$ cat src/rtl/port_out_fifo_pkg.sv
// Shared status-bit positions (also used by the firmware assembler) and a helper
// that packs the status byte read back through an ein input.
`ifndef PORT_OUT_FIFO_DEFS
`define PORT_OUT_FIFO_DEFS
`define PORT_ST_EMPTY   0
`define PORT_ST_FULL    1
`define PORT_ST_OVF     2
`define PORT_ST_CNT_LSB 4
`endif

package port_out_fifo_pkg;

  localparam int StEmpty  = `PORT_ST_EMPTY;
  localparam int StFull   = `PORT_ST_FULL;
  localparam int StOvf    = `PORT_ST_OVF;
  localparam int StCntLsb = `PORT_ST_CNT_LSB;

  // Bit 3 is reserved and always reads as zero.
  function automatic logic [7:0] packStatus(input logic empty, input logic full,
                                            input logic ovf, input logic [3:0] count);
    logic [7:0] s;
    s                      = 8'h00;
    s[StEmpty]             = empty;
    s[StFull]              = full;
    s[StOvf]               = ovf;
    s[StCntLsb+3:StCntLsb] = count;
    return s;
  endfunction

endpackage

$ cat src/rtl/port_out_fifo_mem.sv
// DEPTH x 8 register array: one synchronous write port and one combinational
// read port, cleared by the asynchronous reset.
module fifo_mem
  import port_out_fifo_pkg::*;
#(
  parameter int DEPTH = 4,
  parameter int AW    = 2
) (
  input  logic          clk,
  input  logic          reset,
  input  logic          we,
  input  logic [AW-1:0] wa,
  input  logic [7:0]    wd,
  input  logic [AW-1:0] ra,
  output logic [7:0]    rd
);

  logic [7:0] r_mem [DEPTH];

  always_ff @(posedge clk or posedge reset) begin
    if (reset) begin
      for (int i = 0; i < DEPTH; i++) r_mem[i] <= 8'h00;
    end else if (we) begin
      r_mem[wa] <= wd;
    end
  end

  assign rd = r_mem[ra];

endmodule

$ cat src/rtl/port_out_fifo.sv
// Consumer of a microcontroller port write: queues written bytes, drains them with
// valid/ready, and reports empty/full/overflow/count as a pollable status byte.
module port_out_fifo
  import port_out_fifo_pkg::*;
#(
  parameter int DEPTH = 4,
  parameter int AW    = 2
) (
  input  logic       clk,
  input  logic       reset,
  input  logic       wr_en,
  input  logic [7:0] wr_data,
  input  logic       clr_ovf,
  input  logic       ext_ready,
  output logic       ext_valid,
  output logic [7:0] ext_data,
  output logic [7:0] status
);

  logic [AW-1:0] r_wrPtr;
  logic [AW-1:0] r_rdPtr;
  logic [AW:0]   r_count;
  logic          r_ovf;

  logic w_full;
  logic w_empty;
  logic w_pop;
  logic w_push;
  logic w_ovfEvent;

  assign w_full     = (r_count == (AW+1)'(DEPTH));
  assign w_empty    = (r_count == '0);
  assign w_pop      = ~w_empty & ext_ready;
  // A full queue still accepts a write when the same cycle frees a slot.
  assign w_push     = wr_en & (~w_full | w_pop);
  assign w_ovfEvent = wr_en & w_full & ~w_pop;

  fifo_mem #(.DEPTH(DEPTH), .AW(AW)) u_mem (
    .clk   (clk),
    .reset (reset),
    .we    (w_push),
    .wa    (r_wrPtr),
    .wd    (wr_data),
    .ra    (r_rdPtr),
    .rd    (ext_data)
  );

  always_ff @(posedge clk or posedge reset) begin
    if (reset) begin
      r_wrPtr <= '0;
      r_rdPtr <= '0;
      r_count <= '0;
    end else begin
      if (w_push) r_wrPtr <= r_wrPtr + 1'b1;
      if (w_pop)  r_rdPtr <= r_rdPtr + 1'b1;
      if (w_push && !w_pop)      r_count <= r_count + 1'b1;
      else if (w_pop && !w_push) r_count <= r_count - 1'b1;
    end
  end

  // Sticky overflow: a new drop in the same cycle as a clear keeps the flag set.
  always_ff @(posedge clk or posedge reset) begin
    if (reset)           r_ovf <= 1'b0;
    else if (w_ovfEvent) r_ovf <= 1'b1;
    else if (clr_ovf)    r_ovf <= 1'b0;
  end

  assign ext_valid = ~w_empty;
  assign status    = packStatus(w_empty, w_full, r_ovf, 4'(r_count));

endmodule

$ cat config.mk
export PLATFORM = sky130hd
export DESIGN_NAME = port_out_fifo
export DESIGN_NICKNAME = d
export VERILOG_FILES = /design/src/rtl/port_out_fifo_pkg.sv /design/src/rtl/port_out_fifo_mem.sv /design/src/rtl/port_out_fifo.sv
export SDC_FILE = /design/constraint.sdc
export NUM_CORES = 1
export LEC_CHECK = 0
export CORE_MARGIN = 5
export CORE_UTILIZATION = 47
export DETAILED_ROUTE_END_ITERATION = 10
export GPL_TIMING_DRIVEN = 0
export PLACE_DENSITY = 0.72
export SLEW_MARGIN = 20
export SYNTH_ARGS = -nofsm -noshare
export SYNTH_HDL_FRONTEND = slang
export SYNTH_SLANG_ARGS = --single-unit
$ cat constraint.sdc
create_clock -name clk -period 1.9 [get_ports clk]
set_input_delay 0.285 -clock clk [delete_from_list [all_inputs] [get_ports clk]]
set_output_delay 0.285 -clock clk [all_outputs]
set_load 0.01 [all_outputs]
======== Word level (Yosys, flattened, before mapping) ========
Cells that the tools add are included.
storage, ports and cells
  register bits after elaboration ......... 40
  bits in latches ......................... 0
  RAM bits ................................ 0
  bits in read-only memories .............. 0
  bits of input ports ..................... 13
  output and inout port bits .............. 17
  logic and storage cells ................. 44
  memories kept ........................... 0
cells by class
  add/sub/neg operators ................... 4
  $mul .................................... 0
  divide/modulo/power cells ............... 0
  $lt $le $gt $ge ......................... 3
  equal/unequal tests ..................... 1
  shift operators ......................... 0
  mux-type cells .......................... 10
  bitwise operators ....................... 10
  reductions and logical operators ........ 8
operators by type and width
  cell                 count
  $bwmux 32            1
  $mux 8               3
  $bmux 8 s2           1
  $demux 8 s2          1
  $ge 3x3->1 const B   2
  $mux 3               2
  $not 2->3            2
  $add 2x1->2 const B  2
  $and 1x1->1          4
  $reduce_bool 2->1    2
  $add 3x1->3 const B  1
  $eq 3x3->1 const B   1
  $logic_and 1x1->1    3
  $logic_not 3->1      1
  $lt 3x1->1 const B   1
  $not 1->1            3
  $sub 3x1->3 const B  1
  $logic_not 1->1      2
  $mux 1               2
  $or 1x1->1           1

======== Logic depth before layout (Yosys ltp) ========
Gate-level depths: netlist of run 1.
  depth after elaboration ................. 9
  mapped depth ............................ 8
  depth with buffers taken out ............ 8

======== Cells and area by module ========
A second synthesis of run 1 with hierarchy kept.
second synthesis, totals
  cells, all modules ...................... 117
  area total of the unflattened synthesis .. 1833.0 µm²
by module, submodules not included
  module         instances  cells an instance  area each (µm²)  sequential area each (µm²)
  fifo_mem       1          79                 1405.1           800.8
  port_out_fifo  1          38                 427.9            200.2

======== Worst setup path before layout of run 1 ========
No wires, ideal clock.
  path kind ............................... reg2reg
  start point ............................. register r_count[0]
  end point ............................... register r_count[2]
  setup time .............................. 0.079 ns
  arrival ................................. 2.047 ns
  data required time ...................... 1.821 ns
  setup slack ............................. -0.226 ns
  stages on the path, launching flop included .. 9
  path through ............................ dfrtp_1 > or3_1 > nand2_1 > ha_1 > inv_1 > fa_1 > xor2_1 > nor2_1 > xor2_1
on the way
  cells in the longest elaborated chain, start to end .. 8
  elaborated cells between the ends (all ways) .. 16
ends and longest elaborated chain
  what                         RTL line             text
  from (decl)                  port_out_fifo.sv:22  logic [AW:0] r_count;
  from (signal assigned)       port_out_fifo.sv:56  if (w_push && !w_pop) r_count <= r_count + 1'b1;
  from (signal assigned)       port_out_fifo.sv:57  else if (w_pop && !w_push) r_count <= r_count - 1'b1;
  $logic_not 3->1 *            port_out_fifo.sv:32  assign w_empty = (r_count == '0);
  $not 1->1 *                  n/a
  net ext_valid                port_out_fifo.sv:15  output logic ext_valid,
  $and 1x1->1 *                port_out_fifo.sv:33  assign w_pop = ~w_empty & ext_ready;
  $or 1x1->1                   port_out_fifo.sv:35  assign w_push = wr_en & (~w_full | w_pop);
  $and 1x1->1                  port_out_fifo.sv:35
  $logic_not 1->1              port_out_fifo.sv:57
  $logic_and 1x1->1            port_out_fifo.sv:57
  $reduce_bool 2->1 (no line)  n/a
The timed path passes the listed nets; every way through them passes the cells marked *. The select of a mux whose other input is x is not followed.
A chain may end at the register's enable or synchronous reset.

======== Worst setup path in the final report of run 1 ========
  start point ............................. register r_count[0]
  end point ............................... register r_count[2]
on the way
  cells in the longest elaborated chain, start to end .. 8
  elaborated cells between the ends (all ways) .. 16
ends and longest elaborated chain
  what                         RTL line
  $logic_not 3->1              port_out_fifo.sv:32
  $not 1->1                    port_out_fifo.sv:33
  $and 1x1->1                  port_out_fifo.sv:33
  $or 1x1->1                   port_out_fifo.sv:35
  $and 1x1->1                  port_out_fifo.sv:35
  $logic_not 1->1              port_out_fifo.sv:57
  $logic_and 1x1->1            port_out_fifo.sv:57
  $reduce_bool 2->1 (no line)  n/a
Several ways; a longest one is shown, not always the timed one. The select of a mux whose other input is x is not followed.

==> results by group, run 1 <==
Synth
  – Share of the synthesized area in compound gates (AO/OA/AOI/OAI): 0.00532
  – Largest family of logic cells by synthesized area: multiplexers
  – Count of warnings emitted by yosys: 0
  – Count of state elements after synthesis: 40
  – Post-Syn Area per Cell: 15.1 sq um
  – Mux share of post-synthesis cell area: 0.299
  – Number of instances in the synthesized netlist: 125
  – Post-synthesis instance area: 1880 sq um
  – Adder-cell share of the synthesized area: 0.0439
  – Xor and xnor area share after synthesis: 0.0279
  – Fraction of the yosys area taken by sequential cells: 0.532
  – Number of distinct library cells after synthesis: 20
  – Simple-gate share of the synthesized area: 0.0512

Setup path
  – Most frequent CP cell: xor2_1
  – Required time of the critical path: 2120 ps
  – Slowest cell on the critical path: dfrtp_2
  – Capturing element type of the critical path: flip-flop
  – Reg-to-reg slack, setup: -120 ps
  – Highest fanout seen on the critical path: 4
  – Class of the most critical setup path: flip-flop to flip-flop
  – Signal arrival time at the worst endpoint: 2240 ps
  – Critical path startpoint category: flip-flop
  – Critical-path cell list: or3_4 > nand2_4 > ha_4 > inv_2 > fa_1 > xor2_1 > nor2_1 > xor2_1
  – Slowest cell delay on critical path: 440 ps

Finish
  – Fill cell total of the finished layout: 278
  – Fraction of layout instances using a drive strength above 1: 0.533
  – Final std cells w/o fill: 230
  – Synth-to-layout area growth: 34.9%
  – Diode count: 0
  – Area of combinational cells with multiple inputs: 853 sq um
  – Number of nets in the finished design: 198
  – Seq. cell area: 1000 sq um

Clock tree
  – TritonCTS clock tree: yes
  – Htree depth: 2
  – Clk buf depth: 2
  – Buffer cell driving the clock tree root: clkbuf_8
  – Clk slew on worst S/H paths: 80 ps
  – Worst skew pair latency: 300 ps
  – Number of sinks handled by clock tree synthesis: 40
  – Number of buffers created by CTS: 5
  – Hold-fix buffers at CTS: 0

Global route
  – Fraction of met1 tracks used by global routing: 0.181
  – Remaining global-route overflow: 0
  – Largest net degree at the start of global routing: 29
  – Routing usage on met2: 0.275
  – All-layer global routing usage: 0.157
  – Global-route wire length before repair: 6150 microns
  – Via count of the first global-routing pass: 1265
  – Met3 GRT Util: 0.0534
  – Most congested layer reported by global routing: met2
  – Initial antenna violation count: 0

STA
  – Endpoints failing setup: 2
  – Final setup margin: -122 ps
  – Time the final worst path needs with I/O delays and setup: 2020 ps
  – Maximum clock frequency: 495 MHz
  – Max_slew headroom: 0.631
  – Max-slew violations: 0
  – Number of endpoints with negative hold slack in the final report: 0
  – Measured slew at the worst slew-check pin: 553 ps
  – Unrepaired setup endpoints after global routing: true
  – Tcrit/Tclk final: 1.06
  – Setup Total Neg Slack: -228 ps
  – Layout Skew: 8.28 ps

Routing
  – Final Routed Wirelength: 3720 microns
  – Via count: 1169
  – Detailed-router iteration count before antenna repair: 4
  – Routed len/inst: 16.2 microns
  – Number of nets still failing antenna checks after routing: 0
  – Starting DRC count in detailed routing: 30
  – Detailed-route vias per instance: 5.08
  – Count of unresolved DRC violations after routing: 0

Die
  – DIE WIDTH: 73.3 microns
  – Standard-cell rows: 23
  – I/O pin cnt: 30
  – Area of the die: 5370 sq um
  – Initial standard-cell utilization of the core: 0.478
  – Die height: 73.3 microns
  – Standard cell core area: 3940 sq um

Place
  – Detailed placement HPWL: 2460 microns
  – IO buf count: 27
  – Placed Cells: 204
  – Final estimated routing congestion in global placement: 0.690

Power and ir drop
  – Highest ir drop seen on vdd: 856 uV
  – PD cells: 1780 nW/um^2
  – Static leakage power: 1.12 nW

Outcome
  – Run status: complete, but fails checks
  – Failing checks: negative setup slack

Run
  – Maximum Capacitance Violations: 0

Worst hold path
  – HP Class: input pin to asynchronous set/reset pin
## worst max-delay path: cells and delay by family, from the launching register on
| kind | cells | cell delay, ps |
|---|---|---|
| xor gates and xnor gates | 2 | 290 |
| buffers and inverters | 1 | 40 |
| and+or+nand+nor | 3 | 640 |
| DFF | 1 | 440 |
| adders and majority gates | 2 | 560 |
## cell type report
cell class                 instances  share of cell area
buffer                             7              0.0251
timing repair buffer              46               0.165
tap                               50              0.0246
multi-input combinational         72               0.336
inverter                           7              0.0103
sequential                        40               0.395
clock inverter                     3              0.0167
clock buffer                       5              0.0271
## stage by stage
step	power [mW]	utilization	hold WS, ps	cell area (sq um)	setup WS [ps]
after CTS	4.40	0.630	262	2480	-105
after floorplan	2.83	-	433	1920	-138
final	4.52	0.644	253	2540	-122
after global routing	4.81	0.644	272	2540	-191
after global placement	3.51	0.571	480	2250	-564
after detailed placement	3.62	0.576	492	2270	-600
## final timing paths
check                                           startpoint                    endpoint  cells past startpoint
worst max-delay path                r_count[0]$_DFFE_PP0P_      r_count[2]$_DFFE_PP0P_                      8
worst min-delay path                                 reset  u_mem.r_mem[9]$_DFFE_PP0P_                      2
worst max register to register      r_count[0]$_DFFE_PP0P_      r_count[2]$_DFFE_PP0P_                      8
worst min register to register  u_mem.r_mem[0]$_DFFE_PP0P_  u_mem.r_mem[0]$_DFFE_PP0P_                      1
max in group asynchronous                            reset      r_count[0]$_DFFE_PP0P_                      3
min in group clk                u_mem.r_mem[0]$_DFFE_PP0P_  u_mem.r_mem[0]$_DFFE_PP0P_                      1
## layout by cell type, fill, tap and decap left out
cell | Yosys | routed
or3_4 | 0 | 1
clkinv_2 | 0 | 1
dfrtp_2 | 0 | 2
buf_12 | 0 | 1
nor2_1 | 1 | 1
inv_1 | 7 | 5
bufinv_16 | 0 | 1
nor2b_4 | 0 | 1
a32o_1 | 1 | 1
clkdlybuf4s50_1 | 0 | 16
mux2_4 | 0 | 1
mux4_2 | 8 | 8
fa_1 | 1 | 1
ha_1 | 5 | 4
xnor2_1 | 4 | 4
buf_4 | 5 | 21
inv_2 | 0 | 2
xor2_1 | 2 | 2
clkbuf_2 | 0 | 2
nor2_2 | 4 | 4
buf_6 | 0 | 6
nand3_1 | 1 | 1
nand2_4 | 0 | 1
clkbuf_8 | 0 | 5
mux2_2 | 34 | 33
ha_4 | 0 | 1
nor4b_4 | 1 | 1
conb_1 | 1 | 2
clkinvlp_4 | 0 | 1
nor3b_2 | 0 | 1
clkdlybuf4s15_1 | 0 | 3
dlygate4sd2_1 | 0 | 2
dfrtp_1 | 40 | 38
nand2_1 | 5 | 4
buf_2 | 2 | 1
buf_8 | 0 | 1
## state kept, by name, summed over array words and instances, names as in the netlist
name	cells
r_count	3
u_mem.r_mem	32
r_ovf	1
r_rdPtr	2
r_wrPtr	2
## kinds of logic after synthesis
logic type,count (synthesis)
adder cells (fa/ha/maj),6
AND/OR/NAND/NOR,15
buffers and inverters,14
multiplexers,42
XOR/XNOR,6
AO/OA/AOI/OAI,1
other,1
flip-flops,40
## repair_timing
item / CTS / global route
pin swaps: 4 / 2
resized for setup: 31 / 12
buffers inserted: 14 / 4
endpoints found under the setup margin: 13 / 11
## where the power goes
part	internal (mW)	switching [mW]	total (mW)	leakage, nW
logic	1.43	0.854	2.29	0.598
clock network	0.389	0.310	0.699	0.0541
registers	1.29	0.243	1.54	0.473
total	3.12	1.41	4.52	1.12
## layer usage
layer	part of all wire	vias up
met5	0	-
met4	0.013	0
met3	0.036	6
met2	0.54	15
met1	0.41	609
li1	-	539
## cell usage after synthesis
library cell	number	area (sq um)
a32o_1	1	10.0
buf_2	2	10.0
buf_4	5	37.5
conb_1	1	3.75
dfrtp_1	40	1000
fa_1	1	20.0
ha_1	5	62.6
inv_1	7	26.3
mux2_2	34	383
mux4_2	8	180
nand2_1	5	18.8
nand3_1	1	5.00
nor2_1	1	3.75
nor2_2	4	25.0
nor2b_1	1	6.26
nor3b_1	1	7.51
nor4b_4	1	23.8
or3_1	1	6.26
xnor2_1	4	35.0
xor2_1	2	17.5
(Power assumes the default switching activity.)
==> run 2: changes to the inputs <==
SLEW_MARGIN = not set   (was 20)
==> run 2 against run 1 <==
  * Worst setup slack improved by 61 ps
  * Largest power group unchanged
  * The run still ends with negative setup slack left
  * Fmax up 3.1%
  * Non-clock buffer count rose by 2
  * First-iteration DRC count rose by 50%
  * Total power down 2.0%
  * Sequential share of layout area rose by 0.12 points
  * Sequential power hardly changed
==> results by group, run 2 (synthesized netlist as in run 1, its figures left out) <==
Die
  – Standard cell core area: 3940 sq um (unchanged)
  – Standard-cell rows: 23 (unchanged)
  – DIE WIDTH: 73.3 microns (unchanged)
  – I/O pin cnt: 30 (unchanged)
  – Initial standard-cell utilization of the core: 0.478 (unchanged)
  – Area of the die: 5370 sq um (unchanged)
  – Die height: 73.3 microns (unchanged)

Setup path
  – Worst reg2reg path depth: 7 (-1)
  – Signal arrival time at the worst endpoint: 2130 ps (-110 ps)
  – Worst reg2reg path endpoint: r_count[1]$_DFFE_PP0P_
  – Critical path startpoint category: flip-flop
  – Startpoint of the worst setup timing path: r_count[0]$_DFFE_PP0P_
  – Capturing element type of the critical path: flip-flop
  – Highest fanout seen on the critical path: 3 (-1)
  – Reg-to-reg slack, setup: -60 ps (+60 ps)
  – Required time of the critical path: 2070 ps (-50 ps)
  – Critical Path End: r_count[1]$_DFFE_PP0P_
  – Class of the most critical setup path: flip-flop to flip-flop
  – Reg-to-reg startpoint: r_count[0]$_DFFE_PP0P_

Worst hold path
  – HP Class: input pin to asynchronous set/reset pin

Global route
  – All-layer global routing usage: 0.153 (-0.00411)
  – Largest net degree at the start of global routing: 41 (+41%)
  – Global-route wire length before repair: 6110 microns (-0.55%)
  – Initial antenna violation count: 0 (unchanged)
  – Remaining global-route overflow: 0 (unchanged)
  – Via count of the first global-routing pass: 1254 (-0.87%)

Clock tree
  – Number of buffers created by CTS: 5 (unchanged)
  – Number of sinks handled by clock tree synthesis: 40 (unchanged)
  – Worst skew pair latency: 280 ps (-20 ps)
  – TritonCTS clock tree: yes
  – Clk slew on worst S/H paths: 80 ps (about the same)
  – Htree depth: 2 (unchanged)
  – Clk buf depth: 2 (unchanged)
  – Buffer cell driving the clock tree root: clkbuf_8

STA
  – Max-slew violations: 0 (unchanged)
  – Layout Skew: 7.58 ps (-0.695 ps)
  – Endpoints failing setup: 2 (unchanged)
  – Measured slew at the worst slew-check pin: 830 ps (+277 ps)
  – Final setup margin: -60.9 ps (+61.1 ps)
  – Number of endpoints with negative hold slack in the final report: 0 (unchanged)
  – Max_slew headroom: 0.446 (-0.185)
  – Unrepaired setup endpoints after global routing: true
  – Time the final worst path needs with I/O delays and setup: 1960 ps (-61.1 ps)
  – Maximum clock frequency: 510 MHz (+3.1%)
  – Tcrit/Tclk final: 1.03 (-0.0322)

Routing
  – Routed len/inst: 16.1 microns (-0.22%)
  – Count of unresolved DRC violations after routing: 0 (unchanged)
  – Final Routed Wirelength: 3740 microns (+0.65%)
  – Detailed-router iteration count before antenna repair: 4 (unchanged)
  – Starting DRC count in detailed routing: 45 (+50%)
  – Detailed-route vias per instance: 5.07 (-0.27%)
  – Via count: 1176 (+0.60%)
  – Number of nets still failing antenna checks after routing: 0 (unchanged)

Power and ir drop
  – PD cells: 1750 nW/um^2 (-1.7%)
  – Static leakage power: 1.13 nW (+0.59%)
  – Highest ir drop seen on vdd: 843 uV (-1.5%)

Finish
  – Diode count: 0 (unchanged)
  – Most common cell after layout, fill and taps aside: dfrtp_1
  – Fill cell total of the finished layout: 271 (-2.5%)
  – Top reg by flops: u_mem.r_mem
  – Final std cells w/o fill: 232 (+0.87%)
  – Post-route standard cell area excluding fillers: 2530 sq um (-0.30%)
  – Flip-flop count of the largest register, all copies and words added: 32 (unchanged)
  – Fraction of layout instances using a drive strength above 1: 0.533 (about the same)
  – Largest registers: u_mem.r_mem (32), r_count (3)
  – Synth-to-layout area growth: 34.5%
  – Number of nets in the finished design: 200 (+1.0%)
  – Utilization of the core after routing: 0.642 (-0.00190)
  – Commonest cells after routing, fill and taps aside: dfrtp_1 (38), mux2_2 (33), buf_4 (24)

Run
  – Maximum Capacitance Violations: 0 (unchanged)

Place
  – Placement-stage cell area: 2250 sq um (-0.88%)
  – IO buf count: 27 (unchanged)
  – Placed Cells: 203 (-0.49%)
  – Detailed placement HPWL: 2390 microns (-2.9%)
  – Final estimated routing congestion in global placement: 0.690 (unchanged)

Outcome
  – Failing checks: negative setup slack
  – Run status: complete, but fails checks
-- run 2: layout make-up --
cell class	instances	area [sq um]	share of cell area
inverter	7	26.3	0.0104
tap	50	62.6	0.0247
clock buffer	6	82.6	0.0326
buffer	7	63.8	0.0252
timing repair buffer	48	422	0.167
clock inverter	2	10.0	0.00395
multi-input combinational	72	862	0.340
sequential	40	1000	0.396
-- run 2: what timing repair did --
action | CTS | global route
pin swaps | 6 | 2
hold buffers | 0 | 0
setup endpoints to repair | 13 | 8
resized for setup | 30 | 9
setup buffers | 14 | 7
-- run 2: worst min path at each step --
| stage | startpoint | cells past startpoint | slack, ps | endpoint |
|---|---|---|---|---|
| 5_1_grt | r_ovf$_DFFE_PP0P_ | 1 | 530 | r_ovf$_DFFE_PP0P_ |
| 2_1_floorplan | ext_ready | 2 | 430 | r_rdPtr[0]$_DFFE_PP0P_ |
| 3_5_place_dp | u_mem.r_mem[15]$_DFFE_PP0P_ | 1 | 490 | u_mem.r_mem[15]$_DFFE_PP0P_ |
| 4_1_cts | reset | 2 | 510 | u_mem.r_mem[1]$_DFFE_PP0P_ |
| 6_report | reset | 2 | 490 | u_mem.r_mem[26]$_DFFE_PP0P_ |
| 3_3_place_gp | r_ovf$_DFFE_PP0P_ | 1 | 480 | r_ovf$_DFFE_PP0P_ |
-- run 2: power by group --
| group | internal (mW) | switching, mW |
|---|---|---|
| registers | 1.29 | 0.231 |
| clock network | 0.290 | 0.280 |
| logic | 1.46 | 0.884 |
| total | 3.04 | 1.40 |
-- run 2: critical path, cell delays in order, from the launching register on --
cell and delay (ps):
dfrtp_2 420, buf_6 130, nor4b_4 300, nor2b_4 90, ha_4 170, inv_2 60, fa_2 410, mux2_4 270
-- run 2: per-layer routing --
layer	track usage	routed length, microns
met4	0.0423	17
met1	0.190	1590
met3	0.0342	127
met5	0	0
met2	0.268	2010
-- run 2: through the flow --
step	setup TNS, ps	hold WS (ps)	setup slack (ps)	power [mW]
2_1_floorplan	-268	433	-138	2.83
3_3_place_gp	-7620	480	-564	3.51
3_5_place_dp	-4450	492	-589	3.61
4_1_cts	-147	510	-82.6	4.29
5_1_grt	-200	530	-116	4.73
6_report	-69.9	485	-60.9	4.43
==> run 3: changes to the inputs <==
CELL_PAD_IN_SITES_DETAIL_PLACEMENT = 2   (was not set)
CELL_PAD_IN_SITES_GLOBAL_PLACEMENT = 2   (was not set)
CORE_UTILIZATION = 33   (was 47)
RECOVER_POWER = 25   (was not set)
==> run 3 against run 2 <==
  * The run still ends with negative setup slack left
  * Critical path type unchanged
  * Clock skew up 1.6 ps
  * Global-route usage down 1.7 points
  * Utilization down 16 points
  * Fmax down 1.8%
  * Sequential share of layout area down 1.7 points
  * Via count up 2.5%
  * Critical endpoint unchanged
  * Critical path depth unchanged
  * Register-to-register slack worse by 40 ps
==> results by group, run 3 (synthesized netlist as in run 1, its figures left out) <==
Outcome
  – Run status: complete, but fails checks
  – Failing checks: negative setup slack

Finish
  – Flip-flop count of the largest register, all copies and words added: 32 (unchanged)
  – Fraction of layout instances using a drive strength above 1: 0.533 (unchanged)
  – Number of nets in the finished design: 200 (unchanged)
  – Largest registers: u_mem.r_mem (32), r_count (3)
  – Top reg by flops: u_mem.r_mem
  – Seq. cell area: 1000 sq um (+0.12%)
  – Area of combinational cells with multiple inputs: 871 sq um (+1.0%)
  – Most common cell after layout, fill and taps aside: dfrtp_1
  – Commonest cells after routing, fill and taps aside: dfrtp_1 (37), mux2_2 (33), buf_4 (22)
  – Fill cell total of the finished layout: 550 (+100%)
  – Synth-to-layout area growth: 40.6%
  – Diode count: 0 (unchanged)

Worst hold path
  – HP Class: flip-flop to flip-flop
  – Min-Delay Endpoint: u_mem.r_mem[9]$_DFFE_PP0P_
  – Hold Startpoint: u_mem.r_mem[9]$_DFFE_PP0P_
  – Hold depth: 1

Clock tree
  – TritonCTS clock tree: yes
  – Number of sinks handled by clock tree synthesis: 40 (unchanged)
  – Clk slew on worst S/H paths: 80 ps (about the same)
  – Number of buffers created by CTS: 5 (unchanged)
  – Worst skew pair latency: 290 ps (about the same)
  – Htree depth: 2 (unchanged)
  – Buffer cell driving the clock tree root: clkbuf_8
  – Clk buf depth: 2 (unchanged)

STA
  – Max-slew violations: 0 (unchanged)
  – Number of endpoints with negative hold slack in the final report: 0 (unchanged)
  – Final worst hold slack: 512 ps (+26.5 ps)
  – Tcrit/Tclk final: 1.05 (+0.0195)
  – Max_slew headroom: 0.424 (-0.0218)
  – Layout Skew: 9.23 ps (+1.65 ps)
  – Maximum clock frequency: 501 MHz (-1.8%)
  – Endpoints failing setup: 2 (unchanged)
  – Time the final worst path needs with I/O delays and setup: 2000 ps (+37.0 ps)
  – Final setup margin: -97.9 ps (-37.0 ps)
  – Measured slew at the worst slew-check pin: 863 ps (+32.7 ps)
  – Unrepaired setup endpoints after global routing: true

Place
  – IO buf count: 27 (unchanged)
  – Detailed placement HPWL: 2940 microns (+23%)
  – Final estimated routing congestion in global placement: 0.653 (-5.3%)

Setup path
  – Capturing element type of the critical path: flip-flop
  – Critical path startpoint category: flip-flop
  – Worst reg2reg path endpoint: r_count[1]$_DFFE_PP0P_
  – Startpoint of the worst setup timing path: r_count[0]$_DFFE_PP0P_
  – Highest fanout seen on the critical path: 2 (-1)
  – Reg-to-reg slack, setup: -100 ps (-40 ps)
  – Critical-path cell list: buf_6 > nor4b_4 > nor2b_4 > ha_4 > inv_2 > fa_2 > mux2_4
  – Signal arrival time at the worst endpoint: 2180 ps (+50 ps)
  – Slowest cell on the critical path: fa_2
  – Reg-to-reg startpoint: r_count[0]$_DFFE_PP0P_
  – Class of the most critical setup path: flip-flop to flip-flop
  – Slowest cell delay on critical path: 420 ps (about the same)
  – Worst reg2reg path depth: 7 (unchanged)
  – Required time of the critical path: 2080 ps (about the same)

Routing
  – Starting DRC count in detailed routing: 33 (-27%)
  – Via count: 1205 (+2.5%)
  – Count of unresolved DRC violations after routing: 0 (unchanged)
  – Number of nets still failing antenna checks after routing: 0 (unchanged)
  – Final Routed Wirelength: 4690 microns (+25%)
  – Detailed-router iteration count before antenna repair: 4 (unchanged)
  – Routed len/inst: 18.5 microns (+14%)
  – Detailed-route vias per instance: 4.74 (-6.4%)

Die
  – Standard cell core area: 5540 sq um (+41%)
  – Die height: 85.5 microns (+17%)
  – Standard-cell rows: 27 (+17%)
  – DIE WIDTH: 85.5 microns (+17%)
  – Area of the die: 7320 sq um (+36%)
  – Initial standard-cell utilization of the core: 0.340 (-0.138)
  – I/O pin cnt: 30 (unchanged)

Run
  – Maximum Capacitance Violations: 0 (unchanged)

Global route
  – Initial antenna violation count: 0 (unchanged)
  – All-layer global routing usage: 0.136 (-0.0172)
  – Largest net degree at the start of global routing: 41 (unchanged)
  – Global-route wire length before repair: 7560 microns (+24%)
  – Via count of the first global-routing pass: 1445 (+15%)
  – Remaining global-route overflow: 0 (unchanged)

Power and ir drop
  – Highest ir drop seen on vdd: 647 uV (-23%)
  – Power consumption: 4.93 mW (+11%)
  – PD cells: 1860 nW/um^2 (+6.4%)
  – Static leakage power: 1.17 nW (+3.2%)
==> run 3: per-stage QoR <==
step | area (sq um) | std cells | TNS, ps | setup WS (ps) | util
global placement | 2280 | 225 | -10830 | -593 | 0.411
floorplan | 1920 | 126 | -268 | -138 | -
CTS | 2580 | 250 | -150 | -85.4 | 0.465
finish | 2650 | 254 | -118 | -97.9 | 0.478
detailed placement | 2280 | 225 | -6690 | -640 | 0.411
global route | 2650 | 254 | -429 | -166 | 0.478
==> run 3: power by group <==
group	total, mW	leakage, nW	internal, mW	switching (mW)
Clock	0.964	0.0784	0.657	0.307
Sequential	1.53	0.472	1.30	0.234
Combinational	2.44	0.617	1.48	0.958
Total	4.93	1.17	3.43	1.50
==> run 3: worst max-delay path, delay by kind of cell, from the launching register on <==
family | cells | cell delay (ps)
flip-flops | 1 | 410
adder cells (fa/ha/maj) | 2 | 590
multiplexers | 1 | 280
AND/OR/NAND/NOR | 2 | 420
buffers and inverters | 2 | 170
==> run 3: final cells by class <==
| type | instances | area share |
|---|---|---|
| Clock inverter | 3 | 0.0340 |
| Inverter | 7 | 0.00992 |
| Clock buffer | 5 | 0.0260 |
| Multi-Input combinational cell | 72 | 0.329 |
| Timing Repair Buffer | 48 | 0.164 |
| Buffer | 7 | 0.0241 |
| Sequential cell | 40 | 0.379 |
| Tap cell | 72 | 0.0340 |
==> run 3: worst max path at each step <==
stage          slack (ps)  cells past startpoint                endpoint
6_report             -100                      7  r_count[1]$_DFFE_PP0P_
5_1_grt              -170                      7  r_count[1]$_DFFE_PP0P_
4_1_cts               -90                      8  r_count[2]$_DFFE_PP0P_
3_5_place_dp         -640                      7  r_count[1]$_DFFE_PP0P_
3_3_place_gp         -590                      7  r_count[1]$_DFFE_PP0P_
2_1_floorplan        -140                      8  r_count[2]$_DFFE_PP0P_
==> run 3: layer usage <==
metal | track usage | routed length, microns | up-vias
met5 | 0 | 0 | -
met4 | 0.0302 | 42 | 0
met3 | 0.0346 | 162 | 6
met2 | 0.249 | 2570 | 25
met1 | 0.158 | 1920 | 635
li1 | - | - | 539
==> run 3: what timing repair did <==
action | 4_1_cts | 5_1_grt
resized for setup | 37 | 12
pin swaps | 5 | 4
hold buffers | 0 | 0
buffers inserted | 17 | 4
endpoints found under the setup margin | 13 | 24
